### src/rtl/freq_gen_pro.sv
// freq_gen_pro: programmable square-wave stimulus generator.
// Bursts of N periods or continuous, with start/busy/done handshake.
module freq_gen_pro #(
  parameter int WD = 14
) (
  input  logic                 clk,
  input  logic                 rstn,
  input  logic                 start,
  input  logic                 stop,
  input  logic [31:0]          period,
  input  logic [31:0]          times,
  input  logic signed [WD-1:0] amplitude,
  output logic signed [WD-1:0] signal_out,
  output logic                 sq_out,
  output logic                 busy,
  output logic                 done,
  output logic [31:0]          cycle_cnt
);

  typedef enum logic {IDLE, RUN} state_e;

  localparam logic signed [WD-1:0] AMIN = {1'b1, {(WD-1){1'b0}}};
  localparam logic signed [WD-1:0] AMAX = {1'b0, {(WD-1){1'b1}}};

  state_e state_q, state_d;
  logic [31:0] ph_q, ph_d;
  logic [31:0] per_q, per_d;
  logic [31:0] hi_q, hi_d;
  logic [31:0] times_q, times_d;
  logic [31:0] cnt_q, cnt_d;
  logic signed [WD-1:0] amp_q, amp_d;
  logic signed [WD-1:0] sig_q, sig_d;
  logic stop_q, stop_d;
  logic sq_q, sq_d;
  logic busy_q, busy_d;
  logic done_q, done_d;

  logic [31:0] per_in, hi_in, ph_nx, cnt_inc;
  logic last_ph, stop_now, end_run;
  logic signed [WD-1:0] amp_lo;

  assign per_in   = (period < 32'd2) ? 32'd2 : period;
  assign hi_in    = per_in - (per_in >> 1);
  assign ph_nx    = ph_q + 32'd1;
  assign cnt_inc  = cnt_q + 32'd1;
  assign last_ph  = (ph_q == per_q - 32'd1);
  assign stop_now = stop_q | stop;
  assign end_run  = ((times_q != 32'd0) && (cnt_inc == times_q)) | stop_now;
  // Negating the most-negative level would wrap; clamp it instead.
  assign amp_lo   = (amp_q == AMIN) ? AMAX : -amp_q;

  always_comb begin
    state_d = state_q;
    ph_d    = ph_q;
    per_d   = per_q;
    hi_d    = hi_q;
    times_d = times_q;
    cnt_d   = cnt_q;
    amp_d   = amp_q;
    stop_d  = stop_q;
    sig_d   = sig_q;
    sq_d    = sq_q;
    busy_d  = busy_q;
    done_d  = 1'b0;
    unique case (state_q)
      IDLE: begin
        sig_d  = '0;
        sq_d   = 1'b0;
        busy_d = 1'b0;
        stop_d = 1'b0;
        if (start) begin
          state_d = RUN;
          per_d   = per_in;
          hi_d    = hi_in;
          amp_d   = amplitude;
          times_d = times;
          ph_d    = '0;
          cnt_d   = '0;
          busy_d  = 1'b1;
          sq_d    = 1'b1;
          sig_d   = amplitude;
        end
      end
      RUN: begin
        if (last_ph) begin
          cnt_d = cnt_inc;
          ph_d  = '0;
          per_d = per_in;
          hi_d  = hi_in;
          amp_d = amplitude;
          if (end_run) begin
            state_d = IDLE;
            stop_d  = 1'b0;
            busy_d  = 1'b0;
            done_d  = 1'b1;
            sq_d    = 1'b0;
            sig_d   = '0;
          end else begin
            stop_d = 1'b0;
            sq_d   = 1'b1;
            sig_d  = amplitude;
          end
        end else begin
          ph_d   = ph_nx;
          stop_d = stop_now;
          sq_d   = (ph_nx < hi_q);
          sig_d  = (ph_nx < hi_q) ? amp_q : amp_lo;
        end
      end
      default: state_d = IDLE;
    endcase
  end

  always_ff @(posedge clk or negedge rstn) begin
    if (!rstn) begin
      state_q <= IDLE;
      ph_q    <= '0;
      per_q   <= '0;
      hi_q    <= '0;
      times_q <= '0;
      cnt_q   <= '0;
      amp_q   <= '0;
      stop_q  <= 1'b0;
      sig_q   <= '0;
      sq_q    <= 1'b0;
      busy_q  <= 1'b0;
      done_q  <= 1'b0;
    end else begin
      state_q <= state_d;
      ph_q    <= ph_d;
      per_q   <= per_d;
      hi_q    <= hi_d;
      times_q <= times_d;
      cnt_q   <= cnt_d;
      amp_q   <= amp_d;
      stop_q  <= stop_d;
      sig_q   <= sig_d;
      sq_q    <= sq_d;
      busy_q  <= busy_d;
      done_q  <= done_d;
    end
  end

  assign signal_out = sig_q;
  assign sq_out     = sq_q;
  assign busy       = busy_q;
  assign done       = done_q;
  assign cycle_cnt  = cnt_q;

endmodule

### config.mk
export PLATFORM = sky130hd
export DESIGN_NAME = freq_gen_pro
export DESIGN_NICKNAME = d
export VERILOG_FILES = /design/src/rtl/freq_gen_pro.sv
export SDC_FILE = /design/constraint.sdc
export NUM_CORES = 1
export LEC_CHECK = 0
export CAP_MARGIN = 20
export CORE_MARGIN = 10
export CORE_UTILIZATION = 39
export CTS_CLUSTER_SIZE = 20
export DETAILED_ROUTE_END_ITERATION = 7
export GPL_TIMING_DRIVEN = 0
export PLACE_DENSITY_LB_ADDON = 0.15
export REMOVE_ABC_BUFFERS = 1
export SLEW_MARGIN = 20
export SYNTH_ARGS = -nofsm -noshare
export SYNTH_HDL_FRONTEND = slang
export SYNTH_SLANG_ARGS = --single-unit
### constraint.sdc
create_clock -name clk -period 4.82 [get_ports clk]
set_input_delay 0.964 -clock clk [delete_from_list [all_inputs] [get_ports clk]]
set_output_delay 0.964 -clock clk [all_outputs]
set_load 0.005 [all_outputs]
# Word level (Yosys, flattened, before mapping)
# Cells that the tools add are included.
[word_totals]
regBits = 193
mem_bits_ro = 0
ram_bits = 0
elab_cells = 68
latchBits = 0
out_inout_bits = 49
mem_count = 0
[classes]
n_shift = 0
mux = 35
div = 0
addsub = 5
n_eq_ne = 6
n_mul = 0
reduce_logical = 5
order_cmp = 2
bitwise_logic = 3
[op_table]
columns = ["op", "n"]
rows = [
  ["$mux W32", 8],
  ["$pmux W32 S2", 4],
  ["$mux W14", 7],
  ["$add A32 B1 Y32 const B", 2],
  ["$eq A32 B32 Y1", 2],
  ["$pmux W14 S2", 2],
  ["$lt A32 B2 Y1 const B", 1],
  ["$lt A32 B32 Y1", 1],
  ["$reduce_bool A32 Y1", 1],
  ["$sub A32 B1 Y32 const B", 1],
  ["$sub A32 B31 Y32", 1],
  ["$eq A14 B14 Y1 const B", 1],
  ["$neg A14 Y14", 1],
  ["$mux W1", 10],
  ["$pmux W1 S2", 4],
  ["$reduce_and A2 Y1", 3],
  ["$ne A2 B1 Y1 const B", 2],
  ["$ne A2 B2 Y1 const B", 1],
  ["$or A1 B1 Y1", 2],
  ["$logic_and A1 B1 Y1", 1],
  ["$not A1 Y1", 1],
]

# Depth between registers and ports, before layout
[logic_depth]
ltp_word = 7
mapped_depth = 21
depth_no_buf = 19

# Worst setup path after synthesis
# OpenSTA, ideal clock, no wires.
[synth_timing]
path_type = "input-to-reg"
startpoint = "in period[28]"
endpoint = "reg hi_q[30]"
t_arrival_ps = 3888
setup_slack_ps = 807
setup_ps = 126
cell_stages = 15
n_path_buf = 0
cell_sequence = "nor4_1 nand4_1 o21bai_1 ha_1 inv_1 fa_1 a211oi_1 o21ai_0 nand4_1 nand2_1 a31oi_1 a21oi_1 a31oi_1 mux2i_1 a21oi_1"
[synth_via]
elab_chain_len = 5
[synth_rtl]
columns = ["item", "line_no", "source"]
rows = [
  ["start, declared", "10", "input logic [31:0] period,"],
  ["$lt A32 B2 Y1", "42", "assign per_in = (period < 32'd2) ? 32'd2 : period;"],
  ["$mux W32 *", "42", ""],
  ["$sub A32 B31 Y32 *", "43", "assign hi_in = per_in - (per_in >> 1);"],
  ["$mux W32 (on tied branches)", "85, 71", ""],
  ["$pmux W32 S2 *", "65", "unique case (state_q)"],
  ["end signal, assigned", "132", "hi_q <= hi_d;"],
  ["end, declared", "28", "logic [31:0] hi_q, hi_d;"],
]
# Every way passes the cells marked *; elsewhere a longest branch is shown, timed or not. The select of a mux whose other input is x is not followed.
# A chain may end at the register's enable or synchronous reset.

# Worst setup path after layout
[layout_timing]
startpoint = "in period[2]"
endpoint = "reg hi_q[30]"
# Same word-level chain as after synthesis.

==> flow_metrics.tcl <==
set metrics [dict create \
    start_util_pct 39.6 \
    die_area_um2 43000 \
    n_antenna_cell 0 \
    die_w_um 207 \
    synth-edff-count 0 \
    post-dp-hpwl_um 29200 \
    min_period_over_period_pct 95.1 \
    dpl-instance-area_um2 15200 \
    setup_tns_ns 0 \
    layout_min_cycle_time_ns 4.58 \
    wl_per_cell_um 18.4 \
    fin_ws_ns 0.236 \
    gr-usage-all-layers_pct 17.8 \
    clk_pin_slew_ns 0.08 \
    ys_warn_count 0 \
    worstPathArrival_ns 4.91 \
    cts_num_sinks 193 \
    drt_iter0_drc 945 \
    cp_slowest_stage_delay_ns 0.52 \
    relSlewSlack_pct 37.1 \
    avgViaCountPerCell 5.61 \
    crit_type "in2reg" \
    path_buf_inv 3 \
    final_common_cell "dfrtp_1" \
    h-tree-depth 4 \
    cts_hold_buf 0 \
    reg2reg_depth 20 \
    r2r_start "ph_q[0]$_DFFE_PN0P_" \
    ys_async_sr_fraction_pct 100 \
    grt_max_degree 79 \
    place_ws_ns -0.827 \
    cts_buffers 17 \
    instances_no_fill 2125 \
    post-place-cells 2086 \
    core-area_um2 34500 \
    antenna_found_initial 0 \
    hold_violations 0 \
    grt_pass1_vias 11700 \
    final_cell_mix "192 x dfrtp_1, 181 x nand2_1, 142 x o21ai_0" \
    p_leak_nw 6.91 \
    num_rows 68 \
    crit_family "compound AO/OA/AOI/OAI gates" \
    clock_latency_ns 0.45 \
    grt_pass1_wl_um 63700 \
    cp-end-kind "flop" \
    synthCells 1608 \
    vias 11900 \
    cp_slowest_cell "clkdlybuf4s50_1" \
    worstPathRequired_ns 5.14 \
    max_freq_mhz 218 \
    cts_tree "built" \
    ys_seq_area_share_pct 35.3 \
    detail-route-antenna-nets 0 \
    hp-class "in2async" \
    startpoint_type "input pin" \
    synth_area_um2 13700 \
    drc 0 \
    power_density_nw_per_um2 305 \
    ios 131 \
    wl_um 39100 \
    synth_seq_cells 193 \
    overflow 0 \
    crit_fanout 4 \
    design_area_um2 15900 \
    maxCapViolations 0 \
    worst_pin_slew_ns 0.943 \
    area_growth_pct 15.9 \
    crit_chain "clkdlybuf4s50_1 > nor4_1 > nand4_1 > buf_4 > o21ai_2 > ha_1 > inv_1 > fa_1 > a211oi_2 > o21ai_0 > nand4_1 > nand2_1 > a31oi_2 > a21oi_1 > a31oi_2 > mux2i_1 > a21oi_1" \
    setup_viol 0 \
    clock-root-buffer "clkbuf_16" \
    drt-pass1-iter-count 5 \
    worst_clock_skew_ns 0.0128 \
    timing.final.max_slew_violations 0 \
    drive_gt1_share_pct 7.84 \
    avgSynthCellArea_um2 8.51 \
    place_congestion 0.897 \
    die_y_um 207 \
    synth.distinct_cells 83 \
    numPortBuffers 130 \
    clockBufferDepth 2 \
    r2r_setup_slack_ns 0.31 \
    nets 1806 \
    synthFlopType "dfrtp_1" \
    finalPower_mw 4.83 \
    r2r_end "signal_out[13]$_DFF_PN0_" \
    status "finished, final reports clean" \
    irDropWorstVdd_mv 0.163 \
]
[cell type report]
class | instances | area, µm²
fill | 3422 | 18700
multi-input combinational | 1209 | 8000
sequential | 193 | 4830
timing repair buffer | 150 | 1600
tap | 455 | 569
clock buffer | 20 | 457
inverter | 86 | 323
clock inverter | 12 | 82.6
[layer usage]
metal	wire, µm	up-vias	track usage, %
li1	-	5846	-
met1	19000	5779	24.4
met2	18300	273	29.2
met3	1310	30	2.56
met4	437	0	3.59
met5	0	-	0
[power breakdown]
group	switching, mW	internal (mW)	total [mW]
registers	0.270	1.84	2.12
clock network	0.665	0.689	1.35
logic	0.692	0.671	1.36
[cells by family (layout without fill, tap and decap cells)]
group,count (synthesis),in the layout,synth area share [%]
DFF,193,193,35.3
AOI/OAI and AO/OA,408,408,19.3
and+or+nand+nor,587,587,22.4
adders and majority gates,67,67,6.18
muxes,19,19,1.53
buffers and inverters,206,268,7.12
xor gates and xnor gates,128,128,8.20
[sequential cells by signal, indices dropped and copies added (netlist names)]
signal      flops
stop_q          1
sq_out          1
times_q        32
hi_q           32
ph_q           32
amp_q          14
per_q          32
done            1
state_q         1
cycle_cnt      32
busy            1
signal_out     14
[stage by stage]
stage	hold slack (ns)	util, %
2_1_floorplan	0.469	-
3_3_place_gp	0.489	43.1
3_5_place_dp	0.506	44.0
4_1_cts	0.380	45.6
5_1_grt	0.394	45.9
6_report	0.384	45.9
[timing repair]
action | in CTS | in global routing
hold endpoints to repair | 0 | 0
setup endpoints to repair | 55 | 108
resized for setup | 7 | 9
pin swaps | 0 | 5
buffers inserted | 0 | 7
[worst max-delay path by stage]
stage                    startpoint                    to  slack (ns)  cells after the start
6_report                  period[2]  hi_q[30]$_DFFE_PN0P_        0.24                     17
5_1_grt                   period[2]  hi_q[22]$_DFFE_PN0P_       -0.02                     16
4_1_cts                   period[2]  hi_q[30]$_DFFE_PN0P_        0.03                     16
3_5_place_dp              period[2]  hi_q[30]$_DFFE_PN0P_       -0.83                     16
3_3_place_gp                   rstn  hi_q[29]$_DFFE_PN0P_       -5.79                      1
2_1_floorplan  per_q[0]$_DFFE_PN0P_  ph_q[26]$_DFFE_PN0P_       -0.43                     10
[synthesized netlist by cell type, drive strengths merged (8+ instances only)]
| library cell | instances | area [µm²] |
|---|---|---|
| a211oi | 9 | 67.6 |
| dfrtp | 193 | 4830 |
| and3 | 30 | 189 |
| nand3 | 83 | 428 |
| nor2b | 12 | 75.1 |
| a31oi | 32 | 200 |
| or4 | 11 | 91.3 |
| nor2 | 74 | 280 |
| a22o | 20 | 179 |
| and2 | 9 | 56.3 |
| a21oi | 81 | 405 |
| or2 | 10 | 62.6 |
| a211o | 8 | 70.1 |
| nor4 | 38 | 283 |
| nand4 | 37 | 246 |
| nand2 | 182 | 683 |
| mux2 | 15 | 169 |
| inv | 86 | 323 |
| a32o | 10 | 100 |
| or3 | 17 | 113 |
| xor2 | 45 | 394 |
| a21o | 35 | 263 |
| nand2b | 24 | 150 |
| and4 | 8 | 73.8 |
| o21a | 8 | 60.1 |
| buf | 36 | 224 |
| xnor2 | 83 | 727 |
| ha | 66 | 826 |
| clkbuf | 84 | 427 |
| o21ai | 143 | 716 |
| nor3 | 33 | 165 |
Power figures use the tool's default switching activity.
